===== src/rtl/register_scoreboard_ctr_pkg.sv =====
// -----------------------------------------------------------------------------
// lc3b_types : shared types and default constants for the LC-3b core.
//
// Provides the register scoreboard defaults (SB_NUM_REGS, SB_CNT_W, SB_NUM_WB),
// the pending-counter type sb_cnt_t and the architectural register index type
// lc3b_reg used by the default configuration.
// -----------------------------------------------------------------------------
package lc3b_types;

  localparam int SB_NUM_REGS = 8;
  localparam int SB_CNT_W    = 2;
  localparam int SB_NUM_WB   = 2;

  typedef logic [SB_CNT_W-1:0]           sb_cnt_t;
  typedef logic [$clog2(SB_NUM_REGS)-1:0] lc3b_reg;

  // Width needed to hold a count of 0..n.
  function automatic int sb_count_width(input int n);
    return (n < 1) ? 1 : $clog2(n + 1);
  endfunction

endpackage


===== src/rtl/register_scoreboard_ctr_counter.sv =====
// -----------------------------------------------------------------------------
// scoreboard_counter : per-register saturating pending-write counter.
//
// Ports:
//   clk         in   clock
//   rst         in   synchronous active-high reset
//   inc_i       in   one write issued to this register this cycle
//   dec_i       in   number of writebacks retiring to this register this cycle
//   flush_i     in   clear the counter (overrides inc/dec)
//   count_o     out  registered pending-write count
//   underflow_o out  this cycle's writebacks exceed count + inc (comb.)
// -----------------------------------------------------------------------------
module scoreboard_counter
  import lc3b_types::*;
#(
  parameter int CNT_W = SB_CNT_W,
  parameter int DW    = 2
) (
  input  logic             clk,
  input  logic             rst,
  input  logic             inc_i,
  input  logic [DW-1:0]    dec_i,
  input  logic             flush_i,
  output logic [CNT_W-1:0] count_o,
  output logic             underflow_o
);

  // Wide enough for count + inc and for the decrement without wrapping.
  localparam int SW = ((CNT_W + 1) > DW) ? (CNT_W + 1) : DW;

  logic [CNT_W-1:0] count_q, count_d;
  logic [SW-1:0]    avail, dec_w, net;

  always_comb begin
    count_d     = count_q;
    underflow_o = 1'b0;
    avail       = SW'(count_q) + SW'(inc_i);
    dec_w       = SW'(dec_i);
    net         = avail - dec_w;
    if (flush_i) begin
      count_d = '0;
    end else if (dec_w > avail) begin
      count_d     = '0;
      underflow_o = 1'b1;
    end else begin
      // inc is only granted below CNT_MAX, so net always fits in CNT_W bits.
      count_d = net[CNT_W-1:0];
    end
  end

  always_ff @(posedge clk) begin
    if (rst) count_q <= '0;
    else     count_q <= count_d;
  end

  assign count_o = count_q;

endmodule


===== src/rtl/register_scoreboard_ctr.sv =====
// -----------------------------------------------------------------------------
// register_scoreboard_ctr : pending-write scoreboard between issue and
// writeback. Each register keeps a saturating count of outstanding writes.
//
// Ports:
//   clk, rst                 clock, synchronous active-high reset
//   issue_valid/hold/dest    issue request, stall, destination
//   issue_ready              destination counter not saturated
//   src_a/src_b              source registers checked at decode
//   src_a_ready/src_b_ready  source has no pending write
//   wb_valid/wb_dest         per-port writeback strobes and destinations
//   flush                    clear all counters
//   ready_vec                bit i set when register i has nothing pending
//   underflow_err            sticky: writebacks exceeded pending writes
//
// Build option: SCOREBOARD_WB_BYPASS_EN lets src_x_ready see same-cycle
// writebacks that retire every pending write of src_x.
// -----------------------------------------------------------------------------
module register_scoreboard_ctr
  import lc3b_types::*;
#(
  parameter int NUM_REGS = SB_NUM_REGS,
  parameter int CNT_W    = SB_CNT_W,
  parameter int NUM_WB   = SB_NUM_WB,
  localparam int IW      = $clog2(NUM_REGS)
) (
  input  logic                 clk,
  input  logic                 rst,
  input  logic                 issue_valid,
  input  logic                 issue_hold,
  input  logic [IW-1:0]        issue_dest,
  output logic                 issue_ready,
  input  logic [IW-1:0]        src_a,
  input  logic [IW-1:0]        src_b,
  output logic                 src_a_ready,
  output logic                 src_b_ready,
  input  logic [NUM_WB-1:0]    wb_valid,
  input  logic [NUM_WB*IW-1:0] wb_dest,
  input  logic                 flush,
  output logic [NUM_REGS-1:0]  ready_vec,
  output logic                 underflow_err
);

  localparam int DW = sb_count_width(NUM_WB);
  localparam logic [CNT_W-1:0] CNT_MAX = '1;

  logic [CNT_W-1:0]    cnt     [NUM_REGS];
  logic [DW-1:0]       dec_arr [NUM_REGS];
  logic [NUM_REGS-1:0] inc_vec;
  logic [NUM_REGS-1:0] uf_vec;
  logic                issue_fire;
  logic                err_q, err_d;
  logic                flush_q;

  assign issue_ready = (cnt[issue_dest] != CNT_MAX);
  assign issue_fire  = issue_valid & ~issue_hold & issue_ready;

  always_comb begin
    for (int i = 0; i < NUM_REGS; i++) begin
      inc_vec[i] = issue_fire && (issue_dest == IW'(i));
      dec_arr[i] = '0;
      for (int k = 0; k < NUM_WB; k++) begin
        if (wb_valid[k] && (wb_dest[k*IW +: IW] == IW'(i)))
          dec_arr[i] = dec_arr[i] + DW'(1);
      end
    end
  end

  for (genvar g = 0; g < NUM_REGS; g++) begin : g_cnt
    scoreboard_counter #(
      .CNT_W (CNT_W),
      .DW    (DW)
    ) u_cnt (
      .clk         (clk),
      .rst         (rst),
      .inc_i       (inc_vec[g]),
      .dec_i       (dec_arr[g]),
      .flush_i     (flush),
      .count_o     (cnt[g]),
      .underflow_o (uf_vec[g])
    );
    assign ready_vec[g] = (cnt[g] == '0);
  end

`ifdef SCOREBOARD_WB_BYPASS_EN
  localparam int CW = (CNT_W > DW) ? CNT_W : DW;

  always_comb begin
    src_a_ready = (cnt[src_a] == '0);
    src_b_ready = (cnt[src_b] == '0);
    // Forward when this cycle's writebacks drain every pending write and
    // no new write to the same register is being issued alongside them.
    if (!inc_vec[src_a] && (CW'(cnt[src_a]) == CW'(dec_arr[src_a])))
      src_a_ready = 1'b1;
    if (!inc_vec[src_b] && (CW'(cnt[src_b]) == CW'(dec_arr[src_b])))
      src_b_ready = 1'b1;
  end
`else
  assign src_a_ready = (cnt[src_a] == '0);
  assign src_b_ready = (cnt[src_b] == '0);
`endif

  // Stale writebacks in the cycle right after a flush are expected and must
  // not be reported; counters still clamp them at zero.
  assign err_d = err_q | ((|uf_vec) & ~flush_q);

  always_ff @(posedge clk) begin
    if (rst) begin
      err_q   <= 1'b0;
      flush_q <= 1'b0;
    end else begin
      err_q   <= err_d;
      flush_q <= flush;
    end
  end

  assign underflow_err = err_q;

endmodule

===== config.mk =====
export PLATFORM = sky130hd
export DESIGN_NAME = register_scoreboard_ctr
export DESIGN_NICKNAME = d
export VERILOG_FILES = /design/src/rtl/register_scoreboard_ctr_pkg.sv /design/src/rtl/register_scoreboard_ctr_counter.sv /design/src/rtl/register_scoreboard_ctr.sv
export SDC_FILE = /design/constraint.sdc
export NUM_CORES = 1
export LEC_CHECK = 0
export ABC_AREA = 0
export BUFFER_PORTS_ARGS = -buffer_cell sky130_fd_sc_hd__buf_4
export CORE_AREA = 10 10 76 78
export DETAILED_ROUTE_END_ITERATION = 10
export DIE_AREA = 0 0 86 88
export PLACE_DENSITY_LB_ADDON = 0.3
export SYNTH_ARGS = -nofsm -noshare
export SYNTH_HDL_FRONTEND = slang
export SYNTH_SLANG_ARGS = --single-unit

===== constraint.sdc =====
create_clock -name clk -period 5.56 [get_ports clk]
set_input_delay 1.112 -clock clk [delete_from_list [all_inputs] [get_ports clk]]
set_output_delay 1.112 -clock clk [all_outputs]
set_load 0.1 [all_outputs]

== After elaboration in Yosys (flattened, before gate mapping) ==
Cells that the tools add are included.

* Bits in registers: 18
* Input port bits: 22
* Output and inout port bits: 12
* Logic and storage cells: 163

* Add/sub/neg operators: 24
* Magnitude comparators: 11
* Equality and inequality tests: 22
* Multiplexer cells: 41
* Bitwise gates (word level): 9
* Reductions and logical operators: 46

{| class="wikitable"
|+ Operators with widths
! kind !! number
|-
| $eq 3x3->1 const B || 12
|-
| $mux 2 || 14
|-
| $add 2x1->3 || 8
|-
| $gt 2x3->1 || 8
|-
| $logic_and 1x1->1 || 24
|-
| $mux 1 || 24
|-
| $reduce_or 3->1 || 8
|-
| $logic_not 2->1 || 10
|-
| $bmux 2 s3 || 3
|-
| $eq 3x2->1 const B || 6
|-
| $add 2x1->2 const B || 8
|-
| $sub 2x2->2 || 8
|-
| $ge 4x4->1 const B || 3
|-
| $not 3->4 || 3
|-
| $eq 3x1->1 const B || 3
|-
| $logic_not 3->1 || 3
|-
| $reduce_or 8->1 || 1
|-
| $and 1x1->1 || 3
|-
| $ne 2x2->1 const B || 1
|-
| $not 1->1 || 2
|-
| $or 1x1->1 || 1
|}

== Depth between registers and ports, before layout ==
Gate-level depths: netlist (run 1).

* Word-level depth: 14
* Mapped depth: 14
* Depth with buffers taken out: 14

== By module ==
Synthesis (run 1) repeated with hierarchy kept, for this count alone.

* Cell total of the unflattened synthesis: 214
* Area, all modules: 1965.6 um2

{| class="wikitable"
|+ By module, submodules not included
! module !! instances !! cells each !! area an instance (um2) !! sequential area each (um2)
|-
| scoreboard_counter || 8 || 17 || 166.4 || 40.0
|-
| register_scoreboard_ctr || 1 || 78 || 634.4 || 40.0
|}

== Least setup slack after synthesis (run 1) ==
OpenSTA, ideal clock, no wires.

* Kind: register to output
* Start: register g_cnt[3].u_cnt.count_q[0]
* End: output port src_a_ready
* Arrival: 2.444 ns
* Data required time: 4.448 ns
* Path slack: 2.004 ns
* Cell stages (with the launch flop): 4
* Buffers on the path: 0
* Cells stage by stage: dfxtp_1 > nor2_1 > mux4_1 > mux2_4

* Longest elaborated chain between the ends: 4

{| class="wikitable"
|+ Ends and longest elaborated chain
! element !! line !! source
|-
| start: declaration || register_scoreboard_ctr_counter.sv:31 || <nowiki>logic [CNT_W-1:0] count_q, count_d;</nowiki>
|-
| start signal: assignment || register_scoreboard_ctr_counter.sv:53 || <nowiki>else count_q <= count_d;</nowiki>
|-
| $bmux 2 s3 || register_scoreboard_ctr.sv:99 || <nowiki>assign src_a_ready = (cnt[src_a] == '0);</nowiki>
|-
| $mux 2 (implied by the code) (2 in a row) || register_scoreboard_ctr.sv:99 ||
|-
| $logic_not 2->1 || register_scoreboard_ctr.sv:99 ||
|-
| end: declaration || register_scoreboard_ctr.sv:35 || <nowiki>output logic src_a_ready,</nowiki>
|}

No other way between the ends. The select of a mux whose other input is x is not followed.

== Worst setup path after layout (run 1) ==
* Start: input port issue_dest[1]
* End: register err_q (netlist: underflow_err)

* Longest elaborated chain between the ends: 14
* Elaborated cells between the ends (all ways): 57
* Classes of those cells: add/sub: 8; order compare: 8; eq/ne: 8; mux: 19; bitwise: 4; reduce/logical: 10

{| class="wikitable"
|+ Ends and longest elaborated chain
! element !! line !! source
|-
| start: declaration || register_scoreboard_ctr.sv:31 || <nowiki>input logic [IW-1:0] issue_dest,</nowiki>
|-
| $not 3->4 (implied by the code) || register_scoreboard_ctr.sv:55 || <nowiki>assign issue_ready = (cnt[issue_dest] != CNT_MAX);</nowiki>
|-
| $bmux 2 s3 || register_scoreboard_ctr.sv:55 ||
|-
| $mux 2 (implied by the code) (2 in a row) || register_scoreboard_ctr.sv:55 ||
|-
| $ne 2x2->1 || register_scoreboard_ctr.sv:55 ||
|-
| $and 1x1->1 || register_scoreboard_ctr.sv:56 || <nowiki>assign issue_fire = issue_valid & ~issue_hold & issue_ready;</nowiki>
|-
| $logic_and 1x1->1 || register_scoreboard_ctr.sv:60 || <nowiki>inc_vec[i] = issue_fire && (issue_dest == IW'(i));</nowiki>
|-
| $add 2x1->3 || register_scoreboard_ctr_counter.sv:37 || <nowiki>avail = SW'(count_q) + SW'(inc_i);</nowiki>
|-
| $gt 2x3->1 || register_scoreboard_ctr_counter.sv:42 || <nowiki>end else if (dec_w > avail) begin</nowiki>
|-
| $mux 1 || register_scoreboard_ctr_counter.sv:42 ||
|-
| $mux 1 || register_scoreboard_ctr_counter.sv:40 || <nowiki>if (flush_i) begin</nowiki>
|-
| $reduce_or 8->1 (*) || register_scoreboard_ctr.sv:105 || <nowiki>assign err_d = err_q | ((|uf_vec) & ~flush_q);</nowiki>
|-
| $and 1x1->1 (*) || register_scoreboard_ctr.sv:105 ||
|-
| $or 1x1->1 (*) || register_scoreboard_ctr.sv:105 ||
|-
| end signal: assignment || register_scoreboard_ctr.sv:112 || <nowiki>err_q <= err_d;</nowiki>
|-
| end: declaration || register_scoreboard_ctr.sv:52 || <nowiki>logic err_q, err_d;</nowiki>
|}

Mark *: on every way between the ends. The rest lies on a longest branch, timed or not. The select of a mux whose other input is x is not followed.
A chain may end at the register's enable or synchronous reset.

==> results of run 1 <==
==> logic make-up (layout without fill, tap and decap cells) <==
family,after synthesis,after routing,share of synthesized area
DFF,18,18,0.191
buffers and inverters,27,62,0.0583
muxes,7,7,0.0834
AOI/OAI and AO/OA,24,24,0.0742
xor gates and xnor gates,8,8,0.0371
and+or+nand+nor,97,97,0.238
adders and majority gates,48,48,0.318
==> cell usage in the layout (no fill, tap or decap) <==
cell / netlist / routed
ha_1: 48 / 48
nor2_1: 46 / 46
buf_4: 0 / 33
inv_1: 25 / 25
nand2_1: 18 / 18
dfxtp_1: 18 / 18
o21ai_0: 10 / 10
nor2b_1: 9 / 9
nand2b_1: 8 / 8
a21oi_1: 8 / 8
xor2_1: 8 / 8
nor3_1: 6 / 6
mux4_1: 4 / 4
clkbuf_8: 0 / 4
and3_1: 2 / 2
nand3_1: 2 / 2
o211ai_1: 2 / 2
o21a_1: 2 / 2
mux2_4: 2 / 2
nand4_1: 2 / 2
nor2_2: 1 / 1
o31ai_2: 1 / 1
nand4b_2: 1 / 1
nor3_2: 1 / 1
o31ai_1: 1 / 1
nor3b_1: 1 / 1
mux4_2: 1 / 1
==> worst reg2reg max path: stages (launching register included) <==
cell and delay, ns:
dfxtp_1 0.33, and3_1 0.20, o31ai_2 0.25, nand4b_2 0.20, nor2_1 0.20, ha_1 0.17
ha_1 0.22, inv_1 0.06, ha_1 0.25, nor2b_1 0.14, o21ai_0 0.26, nand4_1 0.17
o21ai_0 0.17, o21ai_0 0.09
==> final cells by class <==
cell class / instances / area share
inverters: 25 / 0.0419
clock buffers: 4 / 0.0246
flip-flops and latches: 18 / 0.161
multi-input cells: 184 / 0.633
repair buffers: 33 / 0.111
well taps: 52 / 0.0290
==> path summary, 6_finish.rpt <==
kind	start	to	slack [ns]
setup / recovery	issue_dest[1]	underflow_err	2.06
hold / removal	underflow_err	underflow_err	0.47
setup reg to reg	g_cnt[6].u_cnt.count_o[0]	underflow_err	2.74
hold reg to reg	underflow_err	underflow_err	0.47
==> power by group through the flow <==
stage               sequential (mW)  combinational, mW  clock (mW)
floorplan                     0.148             0.0905           0
detailed placement            0.141              0.136           0
global placement              0.141              0.134           0
finish                        0.138              0.135       0.108
global route                  0.139              0.149       0.116
CTS                           0.138              0.136       0.110
==> per-layer routing <==
layer | routed length, um | vias to the layer above
li1 | - | 843
met3 | 208 | 4
met4 | 69 | 0
met5 | 0 | -
met2 | 1780 | 42
met1 | 2150 | 678
==> per-stage QoR <==
step / hold slack, ns / utilization / instances / worst slack, ns / area, um^2
final: 0.469 / 0.522 / 316 / 2.06 / 2240
after floorplan: 0.483 / - / 229 / 2.00 / 1890
after CTS: 0.473 / 0.522 / 316 / 2.05 / 2240
after global routing: 0.515 / 0.522 / 316 / 1.80 / 2240
after global placement: 0.453 / 0.509 / 312 / 1.85 / 2190
after detailed placement: 0.462 / 0.509 / 312 / 1.78 / 2190
==> sequential cells by signal, summed over array words and instances (netlist names) <==
name,flops
g_cnt.u_cnt.count_o,16
underflow_err,1
flush_q,1
==> results.cfg, run 1 <==
[outcome]
status = finished clean

[global_route]
grt_start_max_net_pins = 16
grt_util_all_layers = 0.117
grtUsageMet3 = 0.0251
grt.overflow.total = 0
grt_antenna_before_repair = 0
grt_pass1_wl_um = 7230
grt_pass1_vias = 1561
globalRouteMet2Util = 0.190
grt_busiest_layer = met2
grtUsageMet1 = 0.147

[synthesis]
synth_sequential_area_ratio = 0.191
yosys-top-cells-area = ha_1 (32%), dfxtp_1 (19%), nor2_1 (9.1%)
ys_dominant_reg_cell = dfxtp_1
yosysMostFrequentCell = ha_1
synth_top_cell_by_area = ha_1
synth_edf_count = 0
distinct_cell_type_count_of_the_synthesized_netlist = 27
synth-async-reset-ratio = 0
postSynthCellCount = 229
synth_top_area_share = 0.318
netlist_area_um2 = 1890
ys_ff_latch = 18
yosys_warnings = 0
avgSynthCellArea_um2 = 8.25
mappedNetlistNets = 299
post_synth_most_frequent_cells = ha_1 (48), nor2_1 (46), inv_1 (25), dfxtp_1 (18), nand2_1 (18)

[detailed_routing]
routed_via_count = 1567
wl_per_cell_um = 13.3
detailedRoute.firstIterationViolations = 50
drtAntennaViolNets = 0
detail_route.drc_violations = 0
totalWireLength_um = 4210
drt_pass1_iterations = 4
vias_per_cell = 4.96

[timing]
setup-tns-final_ns = 0
unrepaired_setup_endpoints_after_global_routing = no
final.period_utilization = 0.630
worst_slew_pin_slew_ns = 0.623
slew_headroom = 0.583
period_minus_slack_ns = 3.50
worst_clock_skew_ns = 0.00670
final-hold-violation-count = 0
slew_violations = 0
finalSetupViolations = 0
fmax_mhz = 286

[cts]
tritoncts_clock_tree = done
cts.repair.resized = 0
cts-buffers-inserted = 3
max_root_sink_buffers = 2
h_tree_depth = 1
clk_pin_slew_worst_paths_ns = 0.07
clock_sink_count = 18
clk-insertion-delay-late_ns = 0.26
cts_setup_buffers = 0
clk_root_buffer_cell = clkbuf_8
postCtsHoldBufs = 0

[place]
hpwl_um = 3740
place.gp.congestion = 0.802
port_buffers = 33

[critical_path]
cp-start-kind = input pin
timing.critical_path.arrival_ns = 3.65
worst-path-stages = 14
path_delay_family = simple AND/OR/NAND/NOR gates
cp_slowest_cell = o21ai_0
critical_path_buf_inv_count = 2
rr_worst_depth = 13
cp_cell_sequence = buf_4 -> and3_1 -> o31ai_2 -> nand4b_2 -> nor2_1 -> ha_1 -> ha_1 -> inv_1 -> ha_1 -> nor2b_1 -> o21ai_0 -> nand4_1 -> o21ai_0 -> o21ai_0
crit_path_end_kind = register
timing_worst_setup_path_type = in2reg
path_max_fanout = 15
required_ns = 5.71
worst_path_largest_cell_delay_ns = 0.26

[floorplanning]
core_area_um2 = 4290
die_height_um = 88
num_io_pins = 34
fp.dieArea_um2 = 7570
fp-row-count = 24
initial_utilization = 0.440
die_width_um = 86

[power]
report.power.total_uw = 381
seq_power_share = 0.361
power_density_nw_per_um2 = 170
vdd_drop_max_v = 0.0000601
clock_power_share = 0.284
leakage_nw = 1.04
power_frac_comb = 0.355
cellInternalPower_uw = 244
switchingPower_uw = 137
sw_frac_of_total = 0.360

[finish]
syn_to_final_growth_pct = 18.6
share_of_cells_above_drive_strength_1 = 0.167
multiInputGateArea_um2 = 1420
total_number_of_nets_in_the_final_design = 335
number_of_fill_cells = 446
insertedDiodeCount = 0
layout.area.seq_um2 = 360

[hold_path]
timing.hold.worst_path_depth = 2
min-delay-path-class = reg2reg

[flow_run]
cap_violations = 0
No activity file was read; power rests on OpenSTA's default activity.
==> run 2, diff against run 1 <==
==> constraint.sdc (replaced) <==
create_clock -name clk -period 3.05 [get_ports clk]
set_input_delay 0.61 -clock clk [delete_from_list [all_inputs] [get_ports clk]]
set_output_delay 0.61 -clock clk [all_outputs]
set_load 0.1 [all_outputs]
==> run 2 against run 1 <==
Combinational power grew 90%. Count of clock-buffer cells in the layout is the same. Sequential share of layout area shrank 0.61 points. Setup slack lost 1.9 ns. Cell area grew 4.0%. Total power grew 87%. Sequential cell count is the same. Critical endpoint unchanged. Largest cell class unchanged.
==> results.cfg, run 2 (same netlist as run 1, synthesis figures left out) <==
[cts]
clk_root_buffer_cell = clkbuf_8
tritoncts_clock_tree = done
clk_pin_slew_worst_paths_ns = 0.08
clock_sink_count = 18
cts_setup_buffers = 0
cts-buffers-inserted = 3
postCtsHoldBufs = 0
clk-insertion-delay-late_ns = 0.26
max_root_sink_buffers = 2
h_tree_depth = 1

[power]
vdd_drop_max_v = 0.000143
report.power.total_uw = 712
power_density_nw_per_um2 = 306
leakage_nw = 1.09

[finish]
layout.cells.most_common = ha_1
number_of_fill_cells = 420
total_number_of_nets_in_the_final_design = 345
most-common-layout-cells = ha_1 (48), buf_4 (43), nor2_1 (42)
multiInputGateArea_um2 = 1430
layout.area.seq_um2 = 360
share_of_cells_above_drive_strength_1 = 0.215
largest_register_ffs = 16
syn_to_final_growth_pct = 23.3
stdcell_area_um2 = 2330
insertedDiodeCount = 0

[critical_path]
required_ns = 3.20
rr_worst_depth = 15
critical_path_buf_inv_count = 3
path_delay_family = simple AND/OR/NAND/NOR gates
crit-reg2reg-capture = underflow_err
cp-start-kind = input pin
cp_cell_sequence = buf_4 -> and3_1 -> o31ai_2 -> nand4b_2 -> buf_4 -> nor3_2 -> ha_1 -> ha_1 -> inv_1 -> ha_1 -> nor2b_1 -> o21ai_2 -> nand4_1 -> o21ai_0 -> o21ai_0
r2r_setup_slack_ns = 0.34
path_common_cell = ha_1
crit_path_end_kind = register
crit_start = issue_dest[1]
reg2reg_from = g_cnt[5].u_cnt.count_o[0]
timing.critical_path.arrival_ns = 3.00
cp_slowest_cell = o31ai_2
path_max_fanout = 10
crit_end = underflow_err
timing_worst_setup_path_type = in2reg
worst_path_largest_cell_delay_ns = 0.25
worst-path-stages = 15

[flow_run]
cap_violations = 0

[hold_path]
min-delay-path-class = reg2reg

[timing]
final-hold-violation-count = 0
unrepaired_setup_endpoints_after_global_routing = no
period_minus_slack_ns = 2.85
worst_slew_pin_slew_ns = 0.617
final.period_utilization = 0.935
worst_clock_skew_ns = 0.00753
fmax_mhz = 351
slew_headroom = 0.587
finalSetupViolations = 0
slew_violations = 0

[place]
placed_area_um2 = 2270
place.gp.congestion = 0.815
port_buffers = 33
hpwl_um = 3800

[floorplanning]
fp.dieArea_um2 = 7570
die_height_um = 88
core_area_um2 = 4290
fp-row-count = 24
die_width_um = 86
num_io_pins = 34
initial_utilization = 0.440

[detailed_routing]
detail_route.drc_violations = 0
drtAntennaViolNets = 0
drt_pass1_iterations = 4
wl_per_cell_um = 13.3
totalWireLength_um = 4320
vias_per_cell = 5.06
detailedRoute.firstIterationViolations = 58
routed_via_count = 1649

[global_route]
grt_start_max_net_pins = 11
grt_pass1_vias = 1653
grt_pass1_wl_um = 7360
grt.overflow.total = 0
grt_util_all_layers = 0.118
grt_antenna_before_repair = 0

[outcome]
status = finished clean
==> run 2: cell count changes in the layout (fill, tap and decap cells not counted) <==
| cell | before | now |
|---|---|---|
| buf_4 | 33 | 43 |
| nor2_1 | 46 | 42 |
| nor2_2 | 1 | 5 |
| o21ai_0 | 10 | 6 |
| o21ai_1 | 0 | 3 |
| o21ai_2 | 0 | 1 |
==> run 2: worst min path at each step <==
| stage | start | to | cells past startpoint |
|---|---|---|---|
| after global placement | underflow_err | underflow_err | 2 |
| after floorplan | flush_q | underflow_err | 3 |
| after global routing | underflow_err | underflow_err | 2 |
| after CTS | underflow_err | underflow_err | 2 |
| after detailed placement | underflow_err | underflow_err | 2 |
| final | underflow_err | underflow_err | 2 |
==> run 2: power by group <==
part,internal [mW],switching (mW),total (mW)
Combinational,0.0939,0.163,0.257
Clock,0.115,0.0873,0.202
Sequential,0.244,0.00838,0.253
Total,0.453,0.259,0.712
==> run 2: cell type report <==
class / count / share of cell area
Timing Repair Buffer: 43 / 0.139
Sequential cell: 18 / 0.155
Clock buffer: 4 / 0.0236
Tap cell: 52 / 0.0279
Inverter: 25 / 0.0403
Multi-Input combinational cell: 184 / 0.615
==> run 2: stage by stage <==
stage / util / setup WS [ns] / hold slack, ns / TNS [ns] / std cells
floorplan: - / 0.00536 / 0.483 / 0 / 229
global placement: 0.529 / -0.0297 / 0.457 / -0.0297 / 322
detailed placement: 0.529 / -0.157 / 0.485 / -0.157 / 322
CTS: 0.542 / 0.0764 / 0.498 / 0 / 326
global route: 0.543 / 0.0101 / 0.522 / 0 / 326
finish: 0.543 / 0.197 / 0.496 / 0 / 326
==> run 2: timing repair <==
| action | 4_1_cts | 5_1_grt |
|---|---|---|
| resized for setup | 0 | 5 |
| endpoints found under the setup margin | 0 | 1 |
| endpoints found under the hold margin | 0 | 0 |
==> run 2: worst reg2reg max path: stages (launching register included) <==
cell      delay [ns]
dfxtp_1         0.41
nand2_1         0.10
o211ai_1        0.22
o31ai_2         0.11
nand4b_2        0.13
buf_4           0.13
nor3_2          0.03
ha_1            0.18
ha_1            0.26
inv_1           0.04
ha_1            0.32
nor2b_1         0.16
o21ai_2         0.14
nand4_1         0.14
o21ai_0         0.15
o21ai_0         0.10
==> run 2: layer usage <==
layer  global-route usage  vias up  share of wire
li1                     -      859              -
met5                    0        -              0
met2                0.199       49           0.45
met3               0.0232        9          0.065
met1                0.143      732           0.47
met4               0.0509        0          0.020
